[config.mk]
export PLATFORM = sky130hd
export DESIGN_NAME = multicycle_controller
export DESIGN_NICKNAME = d
export VERILOG_FILES = /design/src/rtl/multicycle_controller.sv
export SDC_FILE = /design/constraint.sdc
export NUM_CORES = 1
export LEC_CHECK = 0
export CAP_MARGIN = 10
export CORE_MARGIN = 10
export CORE_UTILIZATION = 46
export DETAILED_ROUTE_END_ITERATION = 10
export PLACE_DENSITY = 0.8
export RECOVER_POWER = 100
export SYNTH_ARGS = -nofsm -noshare
export SYNTH_HDL_FRONTEND = slang
export SYNTH_SLANG_ARGS = --single-unit
[constraint.sdc]
create_clock -name clk -period 2.3 [get_ports clk]
set_clock_uncertainty 0.2 [all_clocks]
set_input_delay 0.46 -clock clk [delete_from_list [all_inputs] [get_ports clk]]
set_output_delay 0.46 -clock clk [all_outputs]
set_load 0.01 [all_outputs]
[src/rtl/multicycle_controller.sv]
// ============================================================================
// multicycle_controller: Moore control FSM for a multicycle MIPS-style datapath
// Rev 1.0 - initial release
// ============================================================================
`default_nettype none

module multicycle_controller (
  input  logic       clk,
  input  logic       rst,
  input  logic       ZERO,
  input  logic [5:0] opcode,
  input  logic [5:0] func,
  output logic       pc_write,
  output logic       IR_write,
  output logic       reg_write,
  output logic       mem_read,
  output logic       mem_write,
  output logic       reg_dst,
  output logic       jal_reg,
  output logic       mem_to_reg,
  output logic       pc_to_reg,
  output logic       I_or_D,
  output logic       alu_src_A,
  output logic [1:0] alu_src_B,
  output logic [1:0] pc_src,
  output logic [2:0] alu_op
);

  localparam logic [5:0] OP_R    = 6'b000000;
  localparam logic [5:0] OP_LW   = 6'b100011;
  localparam logic [5:0] OP_SW   = 6'b101011;
  localparam logic [5:0] OP_ADDI = 6'b001000;
  localparam logic [5:0] OP_SLTI = 6'b001010;
  localparam logic [5:0] OP_ANDI = 6'b001100;
  localparam logic [5:0] OP_BEQ  = 6'b000100;
  localparam logic [5:0] OP_BNE  = 6'b000101;
  localparam logic [5:0] OP_J    = 6'b000010;
  localparam logic [5:0] OP_JAL  = 6'b000011;

  localparam logic [5:0] FN_ADD  = 6'b100000;
  localparam logic [5:0] FN_SUB  = 6'b100010;
  localparam logic [5:0] FN_AND  = 6'b100100;
  localparam logic [5:0] FN_OR   = 6'b100101;
  localparam logic [5:0] FN_SLT  = 6'b101010;
  localparam logic [5:0] FN_JR   = 6'b001000;

  localparam logic [2:0] ALU_ADD = 3'b000;
  localparam logic [2:0] ALU_SUB = 3'b001;
  localparam logic [2:0] ALU_AND = 3'b010;
  localparam logic [2:0] ALU_OR  = 3'b011;
  localparam logic [2:0] ALU_SLT = 3'b100;

  typedef enum logic [3:0] {
    S_FETCH     = 4'd0,
    S_DECODE    = 4'd1,
    S_MEM_ADDR  = 4'd2,
    S_MEM_READ  = 4'd3,
    S_LW_WB     = 4'd4,
    S_MEM_WRITE = 4'd5,
    S_R_EXEC    = 4'd6,
    S_R_WB      = 4'd7,
    S_BRANCH    = 4'd8,
    S_I_EXEC    = 4'd9,
    S_I_WB      = 4'd10,
    S_JUMP      = 4'd11,
    S_JAL       = 4'd12,
    S_JR        = 4'd13
  } state_t;

  state_t     state_q, state_d;
  // ALU operation and branch sense are captured in DECODE so later states depend only on registers
  logic [2:0] exec_op_q, exec_op_d;
  logic       bne_q, bne_d;
  logic       is_lw_q, is_lw_d;

  always_ff @(posedge clk or posedge rst) begin
    if (rst) begin
      state_q   <= S_FETCH;
      exec_op_q <= ALU_ADD;
      bne_q     <= 1'b0;
      is_lw_q   <= 1'b0;
    end else begin
      state_q   <= state_d;
      exec_op_q <= exec_op_d;
      bne_q     <= bne_d;
      is_lw_q   <= is_lw_d;
    end
  end

  always_comb begin
    state_d    = S_FETCH;
    exec_op_d  = exec_op_q;
    bne_d      = bne_q;
    is_lw_d    = is_lw_q;
    pc_write   = 1'b0;
    IR_write   = 1'b0;
    reg_write  = 1'b0;
    mem_read   = 1'b0;
    mem_write  = 1'b0;
    reg_dst    = 1'b0;
    jal_reg    = 1'b0;
    mem_to_reg = 1'b0;
    pc_to_reg  = 1'b0;
    I_or_D     = 1'b0;
    alu_src_A  = 1'b0;
    alu_src_B  = 2'b00;
    pc_src     = 2'b00;
    alu_op     = ALU_ADD;

    case (state_q)
      S_FETCH: begin
        mem_read  = 1'b1;
        IR_write  = 1'b1;
        alu_src_B = 2'b01;
        pc_write  = 1'b1;
        state_d   = S_DECODE;
      end
      S_DECODE: begin
        alu_src_B = 2'b11;
        case (opcode)
          OP_R: begin
            state_d = S_R_EXEC;
            case (func)
              FN_ADD:  exec_op_d = ALU_ADD;
              FN_SUB:  exec_op_d = ALU_SUB;
              FN_AND:  exec_op_d = ALU_AND;
              FN_OR:   exec_op_d = ALU_OR;
              FN_SLT:  exec_op_d = ALU_SLT;
              FN_JR:   state_d   = S_JR;
              default: state_d   = S_FETCH;
            endcase
          end
          OP_LW:   begin state_d = S_MEM_ADDR; is_lw_d = 1'b1; end
          OP_SW:   begin state_d = S_MEM_ADDR; is_lw_d = 1'b0; end
          OP_ADDI: begin state_d = S_I_EXEC; exec_op_d = ALU_ADD; end
          OP_SLTI: begin state_d = S_I_EXEC; exec_op_d = ALU_SLT; end
          OP_ANDI: begin state_d = S_I_EXEC; exec_op_d = ALU_AND; end
          OP_BEQ:  begin state_d = S_BRANCH; bne_d = 1'b0; end
          OP_BNE:  begin state_d = S_BRANCH; bne_d = 1'b1; end
          OP_J:    state_d = S_JUMP;
          OP_JAL:  state_d = S_JAL;
          default: state_d = S_FETCH;
        endcase
      end
      S_MEM_ADDR: begin
        alu_src_A = 1'b1;
        alu_src_B = 2'b10;
        state_d   = is_lw_q ? S_MEM_READ : S_MEM_WRITE;
      end
      S_MEM_READ: begin
        mem_read = 1'b1;
        I_or_D   = 1'b1;
        state_d  = S_LW_WB;
      end
      S_LW_WB: begin
        reg_write  = 1'b1;
        mem_to_reg = 1'b1;
      end
      S_MEM_WRITE: begin
        mem_write = 1'b1;
        I_or_D    = 1'b1;
      end
      S_R_EXEC: begin
        alu_src_A = 1'b1;
        alu_op    = exec_op_q;
        state_d   = S_R_WB;
      end
      S_R_WB: begin
        reg_write = 1'b1;
        reg_dst   = 1'b1;
      end
      S_BRANCH: begin
        alu_src_A = 1'b1;
        alu_op    = ALU_SUB;
        pc_src    = 2'b11;
        pc_write  = ZERO ^ bne_q;
      end
      S_I_EXEC: begin
        alu_src_A = 1'b1;
        alu_src_B = 2'b10;
        alu_op    = exec_op_q;
        state_d   = S_I_WB;
      end
      S_I_WB: begin
        reg_write = 1'b1;
      end
      S_JUMP: begin
        pc_src   = 2'b01;
        pc_write = 1'b1;
      end
      S_JAL: begin
        pc_src    = 2'b01;
        pc_write  = 1'b1;
        reg_write = 1'b1;
        jal_reg   = 1'b1;
        pc_to_reg = 1'b1;
      end
      S_JR: begin
        pc_src   = 2'b10;
        pc_write = 1'b1;
      end
      default: state_d = S_FETCH;
    endcase

    // Outputs are forced low for the whole reset window, not just after the state flop clears
    if (rst) begin
      pc_write   = 1'b0;
      IR_write   = 1'b0;
      reg_write  = 1'b0;
      mem_read   = 1'b0;
      mem_write  = 1'b0;
      reg_dst    = 1'b0;
      jal_reg    = 1'b0;
      mem_to_reg = 1'b0;
      pc_to_reg  = 1'b0;
      I_or_D     = 1'b0;
      alu_src_A  = 1'b0;
      alu_src_B  = 2'b00;
      pc_src     = 2'b00;
      alu_op     = ALU_ADD;
    end
  end

endmodule

`default_nettype wire

* After elaboration in Yosys (flattened, before gate mapping) *
Cells that the tools add are included.

operators by class
  add/subtract/negate cells = 0
  $mul = 0
  divide/modulo/power cells = 0
  magnitude comparators = 0
  equality and inequality tests = 29
  shift-type cells = 0
  mux-type cells = 34
  bitwise gates (word level) = 1
  reductions and logical operators = 20

operators with widths
  cell                                                             number
  4-bit one-hot mux with 6 select lines                            2
  6-bit == test, second input constant                             7
  4-bit == test, second input constant                             6
  6-bit by 4-bit == test with 1-bit output, second input constant  4
  1-bit 2-to-1 mux                                                 19
  4-bit by 3-bit == test with 1-bit output, second input constant  4
  3-bit one-hot mux with 5 select lines                            1
  2-bit OR reduction                                               7
  6-bit by 2-bit == test with 1-bit output, second input constant  2
  6-bit by 3-bit == test with 1-bit output, second input constant  2
  2-bit one-hot mux with 3 select lines                            2
  3-bit one-hot mux with 4 select lines                            1
  4-bit OR reduction                                               3
  4-bit by 2-bit == test with 1-bit output, second input constant  2
  4-bit one-hot mux with 2 select lines                            1
  6-bit logical NOT                                                1
  3-bit 2-to-1 mux                                                 2
  6-bit by 1-bit != test with 1-bit output, second input constant  1
  1-bit one-hot mux with 2 select lines                            3
  3-bit one-hot mux with 2 select lines                            1
  5-bit OR reduction                                               1
  4-bit by 1-bit == test with 1-bit output, second input constant  1
  4-bit logical NOT                                                1
  2-bit 2-to-1 mux                                                 2
  6 further kinds                                                  8

word-level totals
  bits in registers = 9
  latch bits = 0
  RAM bits = 0
  ROM bits = 0
  output and inout bits = 18
  logic and storage cells = 88
  memories = 0

* Logic depth before layout (Yosys ltp) *
Gate-level depths: netlist of the first run.

  depth after elaboration = 5
  depth in mapped cells = 6
  depth with buffers taken out = 4

* Worst setup path before layout of the first run *
No wires, ideal clock.

  path type = register to output
  start point = register state_q[3]
  end point = output port mem_read
  arrival time = 1.335 ns
  slack = 0.305 ns
  stages on the path, launching flop included = 5
  cell sequence = dfrtp_1 buf_2 or2_2 clkbuf_1 nor4b_1

between the ends
  cells in the longest elaborated chain, start to end = 4
  elaborated cells on any way between the ends = 5
  classes of those cells = eq/ne (1); mux (2); reduce/logical (2)

ends and longest elaborated chain
  element                                                                        RTL line  text
  start, declared                                                                70        state_t state_q, state_d;
  start signal, assigned                                                         83        state_q <= state_d;
  4-bit by 2-bit == test with 1-bit output or 4-bit logical NOT (tied branches)  110       case (state_q)
  2-bit OR reduction (no line) (*)                                               -
  1-bit 2-to-1 mux (*)                                                           110
  1-bit 2-to-1 mux (*)                                                           206       if (rst) begin
  end, declared                                                                  16        output logic mem_read,

Mark *: on every way between the ends. The rest lies on a longest branch, timed or not.

* Final worst setup path of the first run *
  start point = register state_q[1]
  end point = output port pc_to_reg

between the ends
  cells in the longest elaborated chain, start to end = 3

ends and longest elaborated chain
  element           RTL line  text
  4-bit == test     110
  1-bit 2-to-1 mux  110
  1-bit 2-to-1 mux  206
  end, declared     21        output logic pc_to_reg,

Every way passes these cells.

==> results.ini, run 1 <==
[status]
status=complete, no violations

[min_path]
min_path_type=in -> async

[power]
switching_share=0.4119
power_density_nw_per_um2=603.5
p_int_uw=532.5
total_power_uw=905.4
power.switching_uw=372.9
power.leakage_uw=0.0006764
clockPowerShare=0.140
pwr-share-seq=0.304
peakVddDrop_mv=0.4194
power_frac_comb=0.556

[sta]
timing_hold_violations_final=0
worst_slew_pin_slew_ps=673.1
setup_viol=0
fin_crit_sh=0.9864
timing.fmax_ghz=0.4408
rsz0062_at_grt=yes
final-max-slew-violation-count=0
timing.setup.tns_ps=0
min_period_ps=2269
relSlewSlack=0.5397

[detailed_routing]
vias_per_cell=5.837
drt_wl_total_um=3288
antenna_left=0
wire_per_inst_um=15.29
remaining_drc_errors=0
vias=1255
first_pass_iters=4
drtIter0Drc=60

[global_routing]
grt-ovfl-total=0
grt_pass1_vias=1317
use_met1=0.1417
grtUsageMet3=0.05686
grt_pass1_wl_um=5492
met2_usage=0.2678
grt_max_degree=13
grt_usage=0.1514
grt_busiest_layer=met2
antenna_found_initial=0

[clock_tree]
cts_tree=done
cts.clk_slew.worst_paths_ps=60
clock_latency_ps=270
cts_sinks=9
cts-root-buf=clkbuf_4
cts_made_buffers=3
cts_buffer_depth=2
ctsHtreeMaxLevel=1

[logic_synthesis]
syn_nets=152
yosysTopAreaCellShare=0.2217
synth_edf_count=0
ys_ff_latch=9
synth_area_leaders=dfrtp_1 22%, nor3_1 4.9%, a21oi_1 4.4%
yosysMostFrequentCell=nor2_1
ys.flop_type=dfrtp_1
yosysTopAreaCell=dfrtp_1
avgSynthCellArea_um2=7.416
synthDistinctLibCells=45
synthTopCellsByCount=12 x nor2_1, 10 x nor3_1, 9 x a21oi_1, 9 x dfrtp_1, 8 x clkbuf_1
netlist_area_um2=1016
yosys_warnings=0
postSynthCellCount=137
synth-seq-area-share=0.2217
synthArstFlopShare=1.000

[die]
num_rows=16
start_util=0.5025
die_y_um=67.00
die_w_um=67.00
die-area_um2=4488
fp.coreArea_um2=2022
num_io_pins=33

[worst_setup_path]
ff2ff_setup_slack_ps=380
path_class=reg -> out
critPathArrivalTime_ps=1610
critPathMaxFanout=4
reg2reg_depth=5
reg2reg_to=bne_q
setup.worst_path.start=state_q[1]
r2r_start=state_q[2]
worst_ep_required_time_ps=1640
cp-start-kind=register
cp-end-kind=output port

[layout]
final_nets=204
post-route-util=0.7420
syn_to_final_growth_pct=47.66
layout-drive-gt1-share=0.2500
antenna_cells=0
fillers=190

[placement]
gp_congestion=0.8844
port_buffers=32
hpwl_um=2591

[run]
drv_cap=0

worst max-delay path by stage:
stage / to / slack, ps / depth (start not counted)
after CTS: pc_write / -50 / 5
after global routing: pc_to_reg / -40 / 5
final: pc_to_reg / 30 / 5
after floorplan: mem_read / 310 / 4
after global placement: pc_write / -430 / 5
after detailed placement: pc_write / -460 / 5
final cells by class:
class | instances | area, um^2 | area share
clock buffer | 4 | 26.28 | 0.01751
inverter | 6 | 22.52 | 0.01501
multi-input combinational | 110 | 726.9 | 0.4846
sequential | 9 | 226.5 | 0.1510
tap | 27 | 33.78 | 0.02252
timing repair buffer | 59 | 464.2 | 0.3094
worst max-delay path, stage by stage, from the launching register on:
cell and delay, ps:
dfrtp_1 410, buf_4 160, buf_4 140, nor2_2 130, and4_1 220, dlygate4sd2_1 280
sequential cells by signal, summed over array words and instances (netlist names):
signal and cells:
is_lw_q 1, bne_q 1, exec_op_q 3, state_q 4
through the flow:
step                      worst slack [ps]  hold WS (ps)  instance area [um^2]  std cells
after floorplan                      305.2         109.5                  1016        137
after global placement              -431.3         302.8                  1500        209
after detailed placement            -460.4         310.1                  1500        209
after CTS                           -47.08         301.2                  1531        215
after global routing                -36.56         361.1                  1500        215
final                                31.25         320.7                  1500        215
repair_timing:
item / 4_1_cts / 5_1_grt
setup buffers: 2 / 0
resized for setup: 33 / 15
pin swaps: 0 / 2
setup endpoints to repair: 18 / 10
hold buffers: 0 / 0
routing by layer:
layer	share of wire	wire [um]	vias to the layer above
met5	0	0	-
met1	0.41	1352	577
met2	0.48	1571	49
met3	0.084	276	10
li1	-	-	619
met4	0.026	87	0
kinds of logic (layout without fill, tap and decap cells):
| group | Yosys count | count (layout) | share of synthesized area |
|---|---|---|---|
| AOI/OAI and AO/OA | 35 | 35 | 0.2365 |
| xor gates and xnor gates | 2 | 2 | 0.01724 |
| buffers and inverters | 18 | 69 | 0.07881 |
| DFF | 9 | 9 | 0.2217 |
| muxes | 5 | 5 | 0.05049 |
| and+or+nand+nor | 68 | 68 | 0.3953 |
layout by cell type, fill, tap and decap left out, types with 2 or more instances in the layout:
cell type	n
nand2_1	5
o21ai_0	7
and3_1	2
nor4b_1	3
dlygate4sd3_1	2
dlygate4sd2_1	12
xnor2_1	2
clkdlybuf4s50_1	10
clkbuf_4	3
and2_1	2
and4_1	2
nor4_1	4
nand4_1	2
or2_2	2
nand2b_1	5
nor2_1	9
buf_4	24
a31oi_1	3
clkbuf_2	6
o31ai_1	2
o22ai_1	2
nor2b_1	3
clkbuf_1	4
nand3_1	5
nor3_1	10
a2111oi_0	2
nand3b_1	2
or4b_4	2
dfrtp_1	8
inv_1	6
a21oi_1	9
nor2_2	3
mux2i_1	4
power by group through the flow:
| stage | Sequential, uW | Clock [uW] | Combinational (uW) |
|---|---|---|---|
| 4_1_cts | 274 | 131 | 505 |
| 2_1_floorplan | 248 | 0 | 299 |
| 3_5_place_dp | 273 | 0 | 520 |
| 6_report | 276 | 127 | 503 |
| 3_3_place_gp | 270 | 0 | 507 |
| 5_1_grt | 286 | 140 | 554 |
Note: power is estimated with default switching activity, not from simulation.
==> inputs of run 2 (changes only) <==
--- a/config.mk
+++ b/config.mk
@@ -8,6 +8,7 @@
 export CAP_MARGIN = 10
 export CORE_MARGIN = 10
 export CORE_UTILIZATION = 46
+export CTS_CLUSTER_DIAMETER = 60
 export DETAILED_ROUTE_END_ITERATION = 10
 export PLACE_DENSITY = 0.8
 export RECOVER_POWER = 100
==> results of run 2 <==
Final layout, timing and power as in run 1 (identical DEF).
